**config.mk**
```make
export PLATFORM = sky130hd
export DESIGN_NAME = control_seq
export DESIGN_NICKNAME = d
export VERILOG_FILES = /design/src/rtl/control_seq_pkg.sv /design/src/rtl/control_decode.sv /design/src/rtl/control_seq.sv
export SDC_FILE = /design/constraint.sdc
export NUM_CORES = 1
export LEC_CHECK = 0
export ABC_AREA = 1
export BUFFER_PORTS_ARGS = -buffer_cell sky130_fd_sc_hd__buf_4
export CAP_MARGIN = 10
export CORE_AREA = 2 2 39 41
export CTS_BUF_LIST = sky130_fd_sc_hd__clkbuf_8
export DETAILED_ROUTE_END_ITERATION = 10
export DIE_AREA = 0 0 41 43
export GPL_TIMING_DRIVEN = 0
export PLACE_DENSITY_LB_ADDON = 0.3
export SETUP_SLACK_MARGIN = 0.3
export SLEW_MARGIN = 20
export SYNTH_ARGS = -nofsm -noshare
export SYNTH_HDL_FRONTEND = slang
export SYNTH_HIERARCHICAL = 1
export SYNTH_SLANG_ARGS = --single-unit
```
**constraint.sdc**
```tcl
create_clock -name clk -period 1.06 [get_ports clk]
set_input_delay 0.053 -clock clk [delete_from_list [all_inputs] [get_ports clk]]
set_output_delay 0.053 -clock clk [all_outputs]
set_load 0.05 [all_outputs]
```
**src/rtl/control_seq_pkg.sv**
```systemverilog
// Shared typedefs for the 8-bit accumulator CPU: opcodes, sequencer phases and
// the ALU-operation membership test used by the decoder and its assertions.
package control_seq_pkg;

  typedef enum logic [2:0] {
    HLT = 3'd0,
    SKZ = 3'd1,
    ADD = 3'd2,
    AND = 3'd3,
    XOR = 3'd4,
    LDA = 3'd5,
    STO = 3'd6,
    JMP = 3'd7
  } opcode_t;

  typedef enum logic [2:0] {
    INST_ADDR  = 3'd0,
    INST_FETCH = 3'd1,
    INST_LOAD  = 3'd2,
    IDLE       = 3'd3,
    OP_ADDR    = 3'd4,
    OP_FETCH   = 3'd5,
    ALU_OP     = 3'd6,
    STORE      = 3'd7
  } phase_t;

  // Opcodes whose result comes back through the ALU into the accumulator.
  function automatic logic is_aluop(opcode_t op);
    return (op == ADD) || (op == AND) || (op == XOR) || (op == LDA);
  endfunction

endpackage

```
**src/rtl/control_decode.sv**
```systemverilog
// Pure combinational strobe decoder: (phase, opcode, zero, halted) -> datapath
// control strobes for one instruction phase.
module control_decode
  import control_seq_pkg::*;
(
  input  phase_t  phase,
  input  opcode_t opcode,
  input  logic    zero,
  input  logic    halted,
  output logic    sel,
  output logic    rd,
  output logic    ld_ir,
  output logic    inc_pc,
  output logic    ld_pc,
  output logic    ld_ac,
  output logic    wr,
  output logic    data_e,
  output logic    halt
);

  logic aluop;
  assign aluop = is_aluop(opcode);

  always_comb begin
    sel    = 1'b0;
    rd     = 1'b0;
    ld_ir  = 1'b0;
    inc_pc = 1'b0;
    ld_pc  = 1'b0;
    ld_ac  = 1'b0;
    wr     = 1'b0;
    data_e = 1'b0;
    halt   = 1'b0;

    unique case (phase)
      INST_ADDR: begin
        sel = 1'b1;
      end
      INST_FETCH: begin
        sel = 1'b1;
        rd  = 1'b1;
      end
      INST_LOAD, IDLE: begin
        sel   = 1'b1;
        rd    = 1'b1;
        ld_ir = 1'b1;
      end
      OP_ADDR: begin
        inc_pc = 1'b1;
        halt   = (opcode == HLT);
      end
      OP_FETCH: begin
        rd = aluop;
      end
      ALU_OP: begin
        rd     = aluop;
        inc_pc = (opcode == SKZ) && zero;
        ld_pc  = (opcode == JMP);
        data_e = (opcode == STO);
      end
      STORE: begin
        rd     = aluop;
        ld_ac  = aluop;
        inc_pc = (opcode == JMP);
        ld_pc  = (opcode == JMP);
        data_e = (opcode == STO);
        wr     = (opcode == STO);
      end
      default: ;
    endcase

    // Once halted, only the halt indicator survives.
    if (halted) begin
      sel    = 1'b0;
      rd     = 1'b0;
      ld_ir  = 1'b0;
      inc_pc = 1'b0;
      ld_pc  = 1'b0;
      ld_ac  = 1'b0;
      wr     = 1'b0;
      data_e = 1'b0;
      halt   = 1'b1;
    end
  end

endmodule

```
**src/rtl/control_seq.sv**
```systemverilog
// Instruction-cycle sequencer: 8-phase counter plus sticky halted flag, driving
// the combinational strobe decoder.
module control_seq
  import control_seq_pkg::*;
#(
  parameter int unsigned PHASES = 8
) (
  input  logic    clk,
  input  logic    rst,
  input  logic    en,
  input  opcode_t opcode,
  input  logic    zero,
  output logic    sel,
  output logic    rd,
  output logic    ld_ir,
  output logic    inc_pc,
  output logic    ld_pc,
  output logic    ld_ac,
  output logic    wr,
  output logic    data_e,
  output logic    halt,
  output phase_t  phase
);

  if (PHASES != 8) begin : g_phases_check
    $error("control_seq: PHASES must be 8");
  end

  phase_t phase_q;
  logic   halted_q;

  always_ff @(posedge clk) begin
    if (rst) begin
      phase_q  <= INST_ADDR;
      halted_q <= 1'b0;
    end else if (en && !halted_q) begin
      if (phase_q == OP_ADDR && opcode == HLT) begin
        halted_q <= 1'b1;
      end else begin
        // STORE + 1 wraps naturally to INST_ADDR in 3 bits.
        phase_q <= phase_t'(phase_q + 3'd1);
      end
    end
  end

  assign phase = phase_q;

  control_decode u_decode (
    .phase  (phase_q),
    .opcode (opcode),
    .zero   (zero),
    .halted (halted_q),
    .sel    (sel),
    .rd     (rd),
    .ld_ir  (ld_ir),
    .inc_pc (inc_pc),
    .ld_pc  (ld_pc),
    .ld_ac  (ld_ac),
    .wr     (wr),
    .data_e (data_e),
    .halt   (halt)
  );

  a_wr_data_e: assert property (@(posedge clk) disable iff (rst) wr |-> data_e);
  a_wr_rd:     assert property (@(posedge clk) disable iff (rst) !(wr && rd));
  a_ld_ir:     assert property (@(posedge clk) disable iff (rst)
                                ld_ir |-> (phase_q == INST_LOAD || phase_q == IDLE));
  a_sel:       assert property (@(posedge clk) disable iff (rst)
                                sel |-> (phase_q < OP_ADDR));

endmodule

```
==> impl_metrics.ini <==
[floorplan]
die_w_um = 41
num_rows = 14
ioPinCount = 19
core_area_um2 = 1380
die_h_um = 43
start_util = 0.274
dieArea_um2 = 1760

[worst_setup_path]
crit_fanout = 5
worstPathRequired_ps = 1010
endpoint = inc_pc
slowest_stage = dfxtp_4
rr_worst_depth = 7
worstPathCellList = nand3_2 -> nor2_1 -> nand2_1 -> a21oi_4 -> buf_8
setup.worst_path.class = register to primary output
worst_path_dominant_cell_family = flip-flops
arrival_ps = 1170
cp-start-kind = register
reg2reg_slack_ps = -90
path_depth = 5
critPathLaunch = phase[1]
r2r_start = phase[0]
endpoint_kind = primary output
critPathBufInv = 1
r2r_end = halted_q
cp_slowest_stage_delay_ps = 380

[grt]
grt_max_degree = 6
grt_pass1_vias = 467
antenna_found_initial = 0
grt_pass1_wl_mm = 1.72
grt_remaining_overflow = 0
grt.total_usage = 0.148

[route]
vias = 523
dr.pass1.iters = 4
routed.top_layer = met3
wl_met3_um = 46
finalWirelength_mm = 1.26
antenna_left = 0
initialDrtViolationCount = 8
wl_met1_um = 446
drc = 0
routed-wl-met2_um = 770
routedWlPerCell_um = 11.0
drt-vias-per-instance = 4.55

[synthesis]
synth.distinct_cells = 16
postSynthCellCount = 66
syn_area_um2 = 379
syn_avg_cell_area_um2 = 5.74
synth.net_count = 75
ys_seq_area_frac = 0.211
ys_warn_count = 6
synth_seq_cells = 4

[pwr]
p_seq_frac = 0.212
max-vdd-ir-drop_v = 0.00122
p_int_mw = 0.543
combPwrFrac = 0.389
power.switching_mw = 0.283
p_total_mw = 0.826
power.share.clock = 0.399
power_density_nw_per_um2 = 868
sw_frac_of_total = 0.342
leakagePower_nw = 0.427

[placed_design]
place_hpwl_um = 734
port_buffers = 18
gp_congestion = 0.721
placed_cell_area_um2 = 636

[sta]
fin_ws_ps = -161
setup_viol = 12
finalCriticalPeriod_ps = 1220
drv_slew = 0
fin_crit_sh = 1.15
tightest_slew_ps = 262
skew_ps = 2.20
slew_headroom = 0.825
fmax_ghz = 0.819
rsz0062_at_grt = yes
setup_tns_ps = -1060
hold_viol = 0
whs_ps = 117

[clock_network]
insertion_delay_ps = 220
cts_sinks = 4
ctsRootBufferMaster = clkbuf_8
cts_max_path_buffers = 2
htree_levels = 1
cts_buffers = 3
cts_tree = built
path_clk_slew_ps = 30

[layout]
n_antenna_cell = 0
postLayoutCellArea_um2 = 951
syn2layout_area_growth_pct = 151
nNetsFinal = 109
drive_gt1_frac = 0.737

[run_status]
violations = setup timing
outcome = finished, violations left

[flow_run]
max_cap_violations = 0

[hold_path]
hold_path.class = input port to register
synthesized netlist by cell type:
cell type	number	area share
nor3_2	2	0.053
inv_2	1	0.0099
nor2_4	1	0.030
a21oi_1	6	0.079
nor3_1	1	0.013
nand2_2	2	0.033
ha_1	2	0.066
nand3_1	4	0.053
o21ai_0	1	0.013
nor2_1	10	0.099
dfxtp_1	4	0.21
nor3b_1	1	0.020
nor2_2	1	0.017
nand2_1	17	0.17
or2_1	1	0.017
inv_1	12	0.12
kinds of logic (layout without fill, tap and decap cells):
group,count (synthesis),count (layout),synth area share
AND/OR/NAND/NOR,40,40,0.502
buffers and inverters,13,46,0.129
AO/OA/AOI/OAI,7,7,0.0924
flip-flops,4,4,0.211
adder cells (fa/ha/maj),2,2,0.0660
what timing repair did:
action | CTS | global route
endpoints found under the hold margin | 1 | 0
buffers inserted | 10 | 0
hold buffers | 1 | 0
gates resized for setup | 25 | 21
setup endpoints to repair | 16 | 16
pin swaps | 4 | 8
metrics by stage:
stage,utilization,worst slack [ps],instances
after floorplan,-,-139,66
after global placement,0.459,-55.7,100
after detailed placement,0.459,-76.4,100
after CTS,0.624,-140,115
after global routing,0.687,-190,115
final,0.687,-161,115
worst min-delay path by stage:
stage / startpoint / endpoint / slack (ps) / cells after the start
after floorplan: rst / halted_q / 110 / 1
after global placement: rst / halted_q / 220 / 2
after detailed placement: rst / halted_q / 210 / 2
after CTS: rst / phase[0] / 90 / 4
after global routing: rst / phase[0] / 140 / 4
final: rst / phase[0] / 120 / 4
flip-flops by register name (all words and copies together), names as in the netlist:
name,cells
phase,3
halted_q,1
worst reg2reg max path: cells and delay by family, from the launching register on:
| family | cells | cell delay [ps] |
|---|---|---|
| AO/OA/AOI/OAI | 1 | 130 |
| flip-flops | 1 | 360 |
| AND/OR/NAND/NOR | 3 | 260 |
| adder cells (fa/ha/maj) | 1 | 140 |
| buffers and inverters | 2 | 190 |
layout by cell type, fill, tap and decap left out, types with 3 or more instances in the layout:
master     n
nand3_2    3
buf_6     11
buf_8      5
nor2_4     5
nand2_4    4
buf_4     11
inv_2      5
clkbuf_8   3
inv_1      7
dfxtp_4    4
a21oi_2    5
nor3_4     3
nand2_1   10
nand2_2    5
nor2_1     6
routing by layer:
layer / vias up / GRT usage
met4: 0 / 0.0400
met2: 12 / 0.275
met1: 242 / 0.135
li1: 269 / -
met3: 0 / 0.0628
met5: - / 0
layout make-up:
class / count / area [um2]
flip-flops and latches: 4 / 95.1
clock inverters: 1 / 3.75
well taps: 16 / 20.0
clock buffers: 3 / 41.3
repair buffers: 29 / 312
multi-input cells: 49 / 424
inverters: 13 / 55.1
fillers: 117 / 433
power groups by stage:
stage          clock network, mW  logic (mW)  registers (mW)
3_3_place_gp                   0       0.211           0.184
6_report                   0.330       0.321           0.175
4_1_cts                    0.341       0.284           0.173
3_5_place_dp                   0       0.213           0.184
5_1_grt                    0.351       0.343           0.177
2_1_floorplan                  0       0.123           0.206
(Power assumes the default switching activity.)
